### config.mk
export PLATFORM = sky130hd
export DESIGN_NAME = sobel_conv_ctrl_flat
export DESIGN_NICKNAME = d
export VERILOG_FILES = /design/src/rtl/sobel_conv_ctrl_pkg.sv /design/src/rtl/sobel_conv_ctrl_if.sv /design/src/rtl/sobel_conv_ctrl_mac.sv /design/src/rtl/sobel_conv_ctrl.sv /design/src/flat_wrapper.sv
export SDC_FILE = /design/constraint.sdc
export NUM_CORES = 1
export LEC_CHECK = 0
export ABC_AREA = 1
export CAP_MARGIN = 40
export CORE_ASPECT_RATIO = 0.5
export CORE_MARGIN = 3
export CORE_UTILIZATION = 40
export CTS_BUF_LIST = sky130_fd_sc_hd__clkbuf_8
export DETAILED_ROUTE_END_ITERATION = 8
export GPL_ROUTABILITY_DRIVEN = 0
export PLACE_DENSITY = 0.75
export SETUP_SLACK_MARGIN = 0.4
export SLEW_MARGIN = 40
export SYNTH_ARGS = -nofsm -noshare
export SYNTH_HDL_FRONTEND = slang
export SYNTH_SLANG_ARGS = --single-unit
### constraint.sdc
create_clock -name clk -period 5.6 [get_ports clk]
set_input_delay 1.4 -clock clk [delete_from_list [all_inputs] [get_ports clk]]
set_output_delay 1.4 -clock clk [all_outputs]
set_load 0.05 [all_outputs]
### src/rtl/sobel_conv_ctrl_pkg.sv
// Shared types and widths for the Sobel convolution controller slice.
package sobel_pkg;

  localparam int PIX_W         = 4;
  localparam int COEF_W        = 5;
  localparam int ACC_W_DEFAULT = 12;

  typedef enum bit [2:0] {
    ST_IDLE,
    ST_X_START,
    ST_X_RUN,
    ST_Y_START,
    ST_Y_RUN,
    ST_OUTPUT
  } ctrl_state_t;

endpackage

### src/rtl/sobel_conv_ctrl_if.sv
// Window-in / select-unit / result-out signal bundle around the Sobel controller.
interface sobel_conv_ctrl_if import sobel_pkg::*; #(
  parameter int ACC_W = ACC_W_DEFAULT
);

  logic                             win_valid;
  logic                             win_ready;
  logic [2:0][2:0][PIX_W-1:0]       pixels;
  logic [2:0][2:0][PIX_W-1:0]       pix_q;
  logic                             x_calc_enable;
  logic                             y_calc_enable;
  logic signed [COEF_W-1:0]         x_a;
  logic signed [COEF_W-1:0]         y_a;
  logic [COEF_W-1:0]                x_b;
  logic [COEF_W-1:0]                y_b;
  logic                             x_done;
  logic                             y_done;
  logic                             out_valid;
  logic                             out_ready;
  logic signed [ACC_W-1:0]          gx;
  logic signed [ACC_W-1:0]          gy;
  logic [ACC_W-1:0]                 mag;
  // "edge" is a reserved word, hence edge_flag.
  logic                             edge_flag;
  logic                             err;

  modport master (
    input  win_valid, pixels, x_a, x_b, y_a, y_b, x_done, y_done, out_ready,
    output win_ready, pix_q, x_calc_enable, y_calc_enable, out_valid,
           gx, gy, mag, edge_flag, err
  );

  modport slave (
    output win_valid, pixels, x_a, x_b, y_a, y_b, x_done, y_done, out_ready,
    input  win_ready, pix_q, x_calc_enable, y_calc_enable, out_valid,
           gx, gy, mag, edge_flag, err
  );

endinterface

### src/rtl/sobel_conv_ctrl_mac.sv
// Shared signed COEF_W x COEF_W multiply-accumulate; clear has priority over en.
module sobel_mac import sobel_pkg::*; #(
  parameter int ACC_W = ACC_W_DEFAULT
) (
  input  logic                     clk,
  input  logic                     n_rst,
  input  logic                     clear,
  input  logic                     en,
  input  logic signed [COEF_W-1:0] a,
  input  logic signed [COEF_W-1:0] b,
  output logic signed [ACC_W-1:0]  acc
);

  localparam int PW = 2 * COEF_W;

  logic signed [PW-1:0]    prod;
  logic signed [ACC_W-1:0] prod_ext;
  logic signed [ACC_W-1:0] acc_d;
  logic signed [ACC_W-1:0] acc_q;

  assign prod     = PW'(a) * PW'(b);
  assign prod_ext = ACC_W'(prod);

  // Wrapping accumulate; the worst-case window sum fits ACC_W=12.
  always_comb begin
    acc_d = acc_q;
    if (clear) begin
      acc_d = '0;
    end else if (en) begin
      acc_d = acc_q + prod_ext;
    end
  end

  always_ff @(posedge clk or negedge n_rst) begin
    if (!n_rst) begin
      acc_q <= '0;
    end else begin
      acc_q <= acc_d;
    end
  end

  assign acc = acc_q;

endmodule

### src/rtl/sobel_conv_ctrl.sv
// Sequences one 3x3 window through the X then Y select units over a single
// shared MAC and publishes gx, gy, |gx|+|gy| and an edge flag.
module sobel_conv_ctrl import sobel_pkg::*; #(
  parameter int ACC_W   = ACC_W_DEFAULT,
  parameter int TIMEOUT = 15,
  parameter int THRESH  = 128
) (
  input logic               clk,
  input logic               n_rst,
  sobel_conv_ctrl_if.master bus
);

  localparam int               CNT_W    = (TIMEOUT > 1) ? $clog2(TIMEOUT) : 1;
  localparam logic [CNT_W-1:0] CNT_LAST = CNT_W'(TIMEOUT - 1);
  localparam logic [ACC_W-1:0] THRESH_U = ACC_W'(THRESH);

  function automatic logic [ACC_W-1:0] abs_val(input logic signed [ACC_W-1:0] v);
    return v[ACC_W-1] ? $unsigned(-v) : $unsigned(v);
  endfunction

  ctrl_state_t                state_q;
  logic [2:0][2:0][PIX_W-1:0] win_q;
  logic                       rdy_q, xen_q, yen_q, vld_q, edge_q, err_q;
  logic signed [ACC_W-1:0]    gx_q, gy_q;
  logic [ACC_W-1:0]           mag_q;
  logic [CNT_W-1:0]           cnt_q;

  logic                       mac_clr, mac_en;
  logic signed [COEF_W-1:0]   mac_a, mac_b;
  logic signed [ACC_W-1:0]    acc;
  logic [ACC_W-1:0]           mag_d;
  logic                       timeout;

  assign mac_en  = (state_q == ST_X_RUN) || (state_q == ST_Y_RUN);
  assign mac_clr = ((state_q == ST_IDLE)  && bus.win_valid) ||
                   ((state_q == ST_X_RUN) && bus.x_done)    ||
                   ((state_q == ST_Y_RUN) && bus.y_done);
  assign mac_a   = (state_q == ST_Y_RUN) ? bus.y_a : bus.x_a;
  assign mac_b   = (state_q == ST_Y_RUN) ? bus.y_b : bus.x_b;
  // gy is still in the accumulator on the cycle that enters OUTPUT.
  assign mag_d   = abs_val(gx_q) + abs_val(acc);
  assign timeout = (cnt_q == CNT_LAST);

  sobel_mac #(.ACC_W(ACC_W)) u_mac (
    .clk   (clk),
    .n_rst (n_rst),
    .clear (mac_clr),
    .en    (mac_en),
    .a     (mac_a),
    .b     (mac_b),
    .acc   (acc)
  );

  always_ff @(posedge clk or negedge n_rst) begin
    if (!n_rst) begin
      state_q <= ST_IDLE;
      win_q   <= '0;
      rdy_q   <= 1'b1;
      xen_q   <= 1'b0;
      yen_q   <= 1'b0;
      vld_q   <= 1'b0;
      edge_q  <= 1'b0;
      err_q   <= 1'b0;
      gx_q    <= '0;
      gy_q    <= '0;
      mag_q   <= '0;
      cnt_q   <= '0;
    end else begin
      xen_q <= 1'b0;
      yen_q <= 1'b0;
      case (state_q)
        ST_IDLE: begin
          if (bus.win_valid) begin
            win_q   <= bus.pixels;
            rdy_q   <= 1'b0;
            xen_q   <= 1'b1;
            state_q <= ST_X_START;
          end
        end
        ST_X_START: begin
          cnt_q   <= '0;
          state_q <= ST_X_RUN;
        end
        ST_X_RUN: begin
          // done takes priority over a simultaneous timeout
          if (bus.x_done) begin
            gx_q    <= acc;
            yen_q   <= 1'b1;
            state_q <= ST_Y_START;
          end else if (timeout) begin
            err_q   <= 1'b1;
            gx_q    <= '0;
            gy_q    <= '0;
            mag_q   <= '0;
            edge_q  <= 1'b0;
            vld_q   <= 1'b1;
            state_q <= ST_OUTPUT;
          end else begin
            cnt_q <= cnt_q + CNT_W'(1);
          end
        end
        ST_Y_START: begin
          cnt_q   <= '0;
          state_q <= ST_Y_RUN;
        end
        ST_Y_RUN: begin
          if (bus.y_done) begin
            gy_q    <= acc;
            mag_q   <= mag_d;
            edge_q  <= (mag_d >= THRESH_U);
            vld_q   <= 1'b1;
            state_q <= ST_OUTPUT;
          end else if (timeout) begin
            err_q   <= 1'b1;
            gx_q    <= '0;
            gy_q    <= '0;
            mag_q   <= '0;
            edge_q  <= 1'b0;
            vld_q   <= 1'b1;
            state_q <= ST_OUTPUT;
          end else begin
            cnt_q <= cnt_q + CNT_W'(1);
          end
        end
        ST_OUTPUT: begin
          if (bus.out_ready) begin
            vld_q   <= 1'b0;
            err_q   <= 1'b0;
            rdy_q   <= 1'b1;
            state_q <= ST_IDLE;
          end
        end
        default: begin
          rdy_q   <= 1'b1;
          state_q <= ST_IDLE;
        end
      endcase
    end
  end

  assign bus.win_ready     = rdy_q;
  assign bus.pix_q         = win_q;
  assign bus.x_calc_enable = xen_q;
  assign bus.y_calc_enable = yen_q;
  assign bus.out_valid     = vld_q;
  assign bus.gx            = gx_q;
  assign bus.gy            = gy_q;
  assign bus.mag           = mag_q;
  assign bus.edge_flag     = edge_q;
  assign bus.err           = err_q;

endmodule

### src/flat_wrapper.sv
// flat-port wrapper written by rule: the top's interface ports become plain ports
module sobel_conv_ctrl_flat import sobel_pkg::*;
#(
  parameter int ACC_W   = ACC_W_DEFAULT,
  parameter int TIMEOUT = 15,
  parameter int THRESH  = 128
)
  (clk, n_rst, bus_win_valid, bus_pixels, bus_x_a, bus_x_b, bus_y_a, bus_y_b, bus_x_done, bus_y_done, bus_out_ready, bus_win_ready, bus_pix_q, bus_x_calc_enable, bus_y_calc_enable, bus_out_valid, bus_gx, bus_gy, bus_mag, bus_edge_flag, bus_err);
  sobel_conv_ctrl_if #(.ACC_W(ACC_W)) bus_i ();
  input logic clk;
  input logic n_rst;
  input wire logic [$bits(bus_i.win_valid)-1:0] bus_win_valid;
  input wire logic [$bits(bus_i.pixels)-1:0] bus_pixels;
  input wire logic [$bits(bus_i.x_a)-1:0] bus_x_a;
  input wire logic [$bits(bus_i.x_b)-1:0] bus_x_b;
  input wire logic [$bits(bus_i.y_a)-1:0] bus_y_a;
  input wire logic [$bits(bus_i.y_b)-1:0] bus_y_b;
  input wire logic [$bits(bus_i.x_done)-1:0] bus_x_done;
  input wire logic [$bits(bus_i.y_done)-1:0] bus_y_done;
  input wire logic [$bits(bus_i.out_ready)-1:0] bus_out_ready;
  output wire logic [$bits(bus_i.win_ready)-1:0] bus_win_ready;
  output wire logic [$bits(bus_i.pix_q)-1:0] bus_pix_q;
  output wire logic [$bits(bus_i.x_calc_enable)-1:0] bus_x_calc_enable;
  output wire logic [$bits(bus_i.y_calc_enable)-1:0] bus_y_calc_enable;
  output wire logic [$bits(bus_i.out_valid)-1:0] bus_out_valid;
  output wire logic [$bits(bus_i.gx)-1:0] bus_gx;
  output wire logic [$bits(bus_i.gy)-1:0] bus_gy;
  output wire logic [$bits(bus_i.mag)-1:0] bus_mag;
  output wire logic [$bits(bus_i.edge_flag)-1:0] bus_edge_flag;
  output wire logic [$bits(bus_i.err)-1:0] bus_err;
  assign bus_i.win_valid = bus_win_valid;
  assign bus_i.pixels = bus_pixels;
  assign bus_i.x_a = bus_x_a;
  assign bus_i.x_b = bus_x_b;
  assign bus_i.y_a = bus_y_a;
  assign bus_i.y_b = bus_y_b;
  assign bus_i.x_done = bus_x_done;
  assign bus_i.y_done = bus_y_done;
  assign bus_i.out_ready = bus_out_ready;
  assign bus_win_ready = bus_i.win_ready;
  assign bus_pix_q = bus_i.pix_q;
  assign bus_x_calc_enable = bus_i.x_calc_enable;
  assign bus_y_calc_enable = bus_i.y_calc_enable;
  assign bus_out_valid = bus_i.out_valid;
  assign bus_gx = bus_i.gx;
  assign bus_gy = bus_i.gy;
  assign bus_mag = bus_i.mag;
  assign bus_edge_flag = bus_i.edge_flag;
  assign bus_err = bus_i.err;
  sobel_conv_ctrl #(.ACC_W(ACC_W), .TIMEOUT(TIMEOUT), .THRESH(THRESH)) u_core (.clk(clk), .n_rst(n_rst), .bus(bus_i));
endmodule
==> out/metrics.cfg <==
[yosys]
yosys.cell_count.top_type=nand2_1
synth_cell_types=37
synth-compound-area-share_pct=10.70
synthesis.nets=939
synth_top_area_share_pct=37.22
synth_simple_gate_area_share_pct=21.13
ys_ff_latch=97
synth_top_family_by_area=simple AND/OR/NAND/NOR gates
yosys_most_used_dff=dfrtp_1
ys_warn_count=0
avgSynthCellArea_um2=8.017
synth_largest_area_cell=dfrtp_1
synthMuxAreaShare_pct=0
ys_seq_area_share_pct=37.63
synth_commonest_cells=nand2_1 (244), inv_1 (115), dfrtp_1 (96)
netlist_instances=805
syn_area_um2=6454
synth_adder_area_share_pct=17.68
async_reset_ff_share_pct=100.0
synth-xor-area-share_pct=4.071
synth_area_leaders=dfrtp_1 (37%), nand2_1 (14%), fa_1 (9.9%)
synth-edff-count=0

[sta]
post-route-min-period_ns=5.109
skew_ns=0.01053
rsz0062_at_grt=true
worst_slack_ns=0.4906
finalSetupViolations=0
final-hold-violation-count=0
fmax_ghz=0.1957
max_slew_margin_pct=49.49
worst_pin_slew_ns=0.7550
maxSlewViolCount=0
post-route-period-util_pct=91.24

[clocking]
clk_pin_slew_ns=0.09
cts-buffers-inserted=9
cts_hold_buf=0
cts_tree=done
cts_buffer_depth=2
htreeDepth=3
cts_root_buf=clkbuf_8
clk_latency_ns=0.36
cts.sinks=97

[critical_path]
arrival_ns=5.36
max_stage_delay_ns=0.55
crit_path_top_delay_cell=fa_1
crit_path_max_fanout=4
worstPathCellList=clkdlybuf4s50_1 > inv_1 > o21ai_2 > inv_2 > nor2_2 > fa_1 > inv_2 > fa_1 > inv_2 > fa_1 > inv_1 > fa_1 > fa_2 > nand3b_1 > nand2_2 > a21oi_1 > o21bai_1 > nand2_1 > nand2_1 > o22ai_1
cpMostUsedCell=fa_1
critical_path_class=in2reg
critPathRequiredTime_ns=5.85
crit_path_start_kind=input port
crit_path_end_kind=flip-flop

[status]
status=complete, no violations

[routing]
detail_route.wl_per_cell_um=13.93
vias=5675
routed_via_density=4.871
drtAntennaViolNets=0
finalWirelength_mm=16.23
drt_iter0_drc=297
drc=0
dr.pass1.iters=5

[die]
initial_core_util_pct=41.33
core_area_um2=15620
die_h_um=95.82
rows=32
dieArea_um2=17790
pin_count=140
die_w_um=185.6

[global_routing]
track_usage_pct=18.65
grt_start_max_net_pins=50
grt_overflow_total=0
grt_pass1_vias=5649
antenna_found_initial=0
grt_pass1_wl_mm=26.69

[final_layout]
drive_above_1_share_pct=9.365
final_nets=1091
antenna_cells=0
area_growth_syn_to_layout_pct=31.81

[hold_path]
hold_path.class=reg2reg

[placement]
hpwl_mm=12.46
post-place-ws_ns=-0.1148
port-buffer-count=139

[job]
max_cap_violations=0

==> metal layers <==
metal / vias to the layer above / global-route usage (%) / wire length [um]
li1: 2835 / - / -
met1: 2655 / 22.96 / 7119
met2: 165 / 34.07 / 7975
met3: 20 / 3.511 / 892
met4: 0 / 5.015 / 242
met5: - / 0 / 0
==> cell type report <==
class | count | area [um^2]
clock buffer | 9 | 123.9
clock inverter | 6 | 62.56
fill | 1409 | 7108
inverter | 126 | 473.0
multi-input combinational | 563 | 3612
sequential | 97 | 2429
tap | 204 | 255.2
timing repair buffer | 160 | 1551
==> path summary, 6_finish.rpt <==
check / start / to / slack [ns] / cells past startpoint
min reg2reg: u_core.bus.pix_q[6] / u_core.bus.pix_q[6] / 0.48 / 2
max reg2reg: u_core.state_q[0] / u_core.u_mac.acc[9] / 0.88 / 23
min: u_core.bus.pix_q[6] / u_core.bus.pix_q[6] / 0.48 / 2
max in group asynchronous: n_rst / u_core.bus.gy[4] / 3.52 / 2
min in group asynchronous: n_rst / u_core.bus.mag[10] / 1.05 / 1
max: bus_y_b[1] / u_core.u_mac.acc[9] / 0.49 / 20
==> sequential cells by signal, indices dropped and copies added, names as in the netlist <==
name                      cells
u_core.bus.edge_flag          1
u_core.bus.mag               12
u_core.bus.y_calc_enable      1
u_core.bus.err                1
u_core.bus.gx                12
u_core.bus.out_valid          1
u_core.cnt_q                  4
u_core.u_mac.acc             12
u_core.bus.win_ready          1
u_core.bus.gy                12
u_core.bus.x_calc_enable      1
u_core.bus.pix_q             36
u_core.state_q                3
==> stage by stage <==
| stage | hold WS, ns | util, % | cell area, um^2 | std cells | TNS, ns |
|---|---|---|---|---|---|
| finish | 0.4812 | 54.48 | 8507 | 1165 | 0 |
| global route | 0.5076 | 54.48 | 8507 | 1165 | 0 |
| CTS | 0.4851 | 53.23 | 8312 | 1158 | 0 |
| detailed placement | 0.4638 | 51.93 | 8109 | 1143 | -0.2937 |
| global placement | 0.4612 | 51.93 | 8109 | 1143 | -0.02667 |
| floorplan | 0.4935 | - | 6454 | 805 | 0 |
==> worst max-delay path, delay by kind of cell <==
kind / cells / cell delay [ns]
buffers and inverters: 6 / 0.72
adders and majority gates: 5 / 2.37
and+or+nand+nor: 5 / 0.46
AOI/OAI and AO/OA: 4 / 0.38
==> timing repair <==
action                                  in CTS  in global routing
pin swaps                                    2                 17
buffers inserted                             0                  7
endpoints found under the setup margin       5                  6
gates resized for setup                      7                 31
==> cells by family (layout without fill, tap and decap cells) <==
| logic type | Yosys count | count (layout) |
|---|---|---|
| DFF | 97 | 97 |
| and+or+nand+nor | 341 | 341 |
| buffers and inverters | 145 | 301 |
| adders and majority gates | 72 | 72 |
| AOI/OAI and AO/OA | 120 | 120 |
| xor gates and xnor gates | 30 | 30 |
==> placed cells by master, fill, tap and decap left out, drive strengths merged, types with 4 or more instances in the layout <==
cell,n
nor3,8
fa,32
nand3,25
xnor2,10
xor2,20
o21ai,61
ha,40
clkdlybuf4s50,136
nand2,246
nor2,54
o21bai,5
inv,128
buf,22
clkbuf,9
dfrtp,96
a21oi,24
nand4,4
o22ai,17
Power is not shown: default switching activity piles up to over one toggle a cycle in this logic, so the estimate is an artifact.
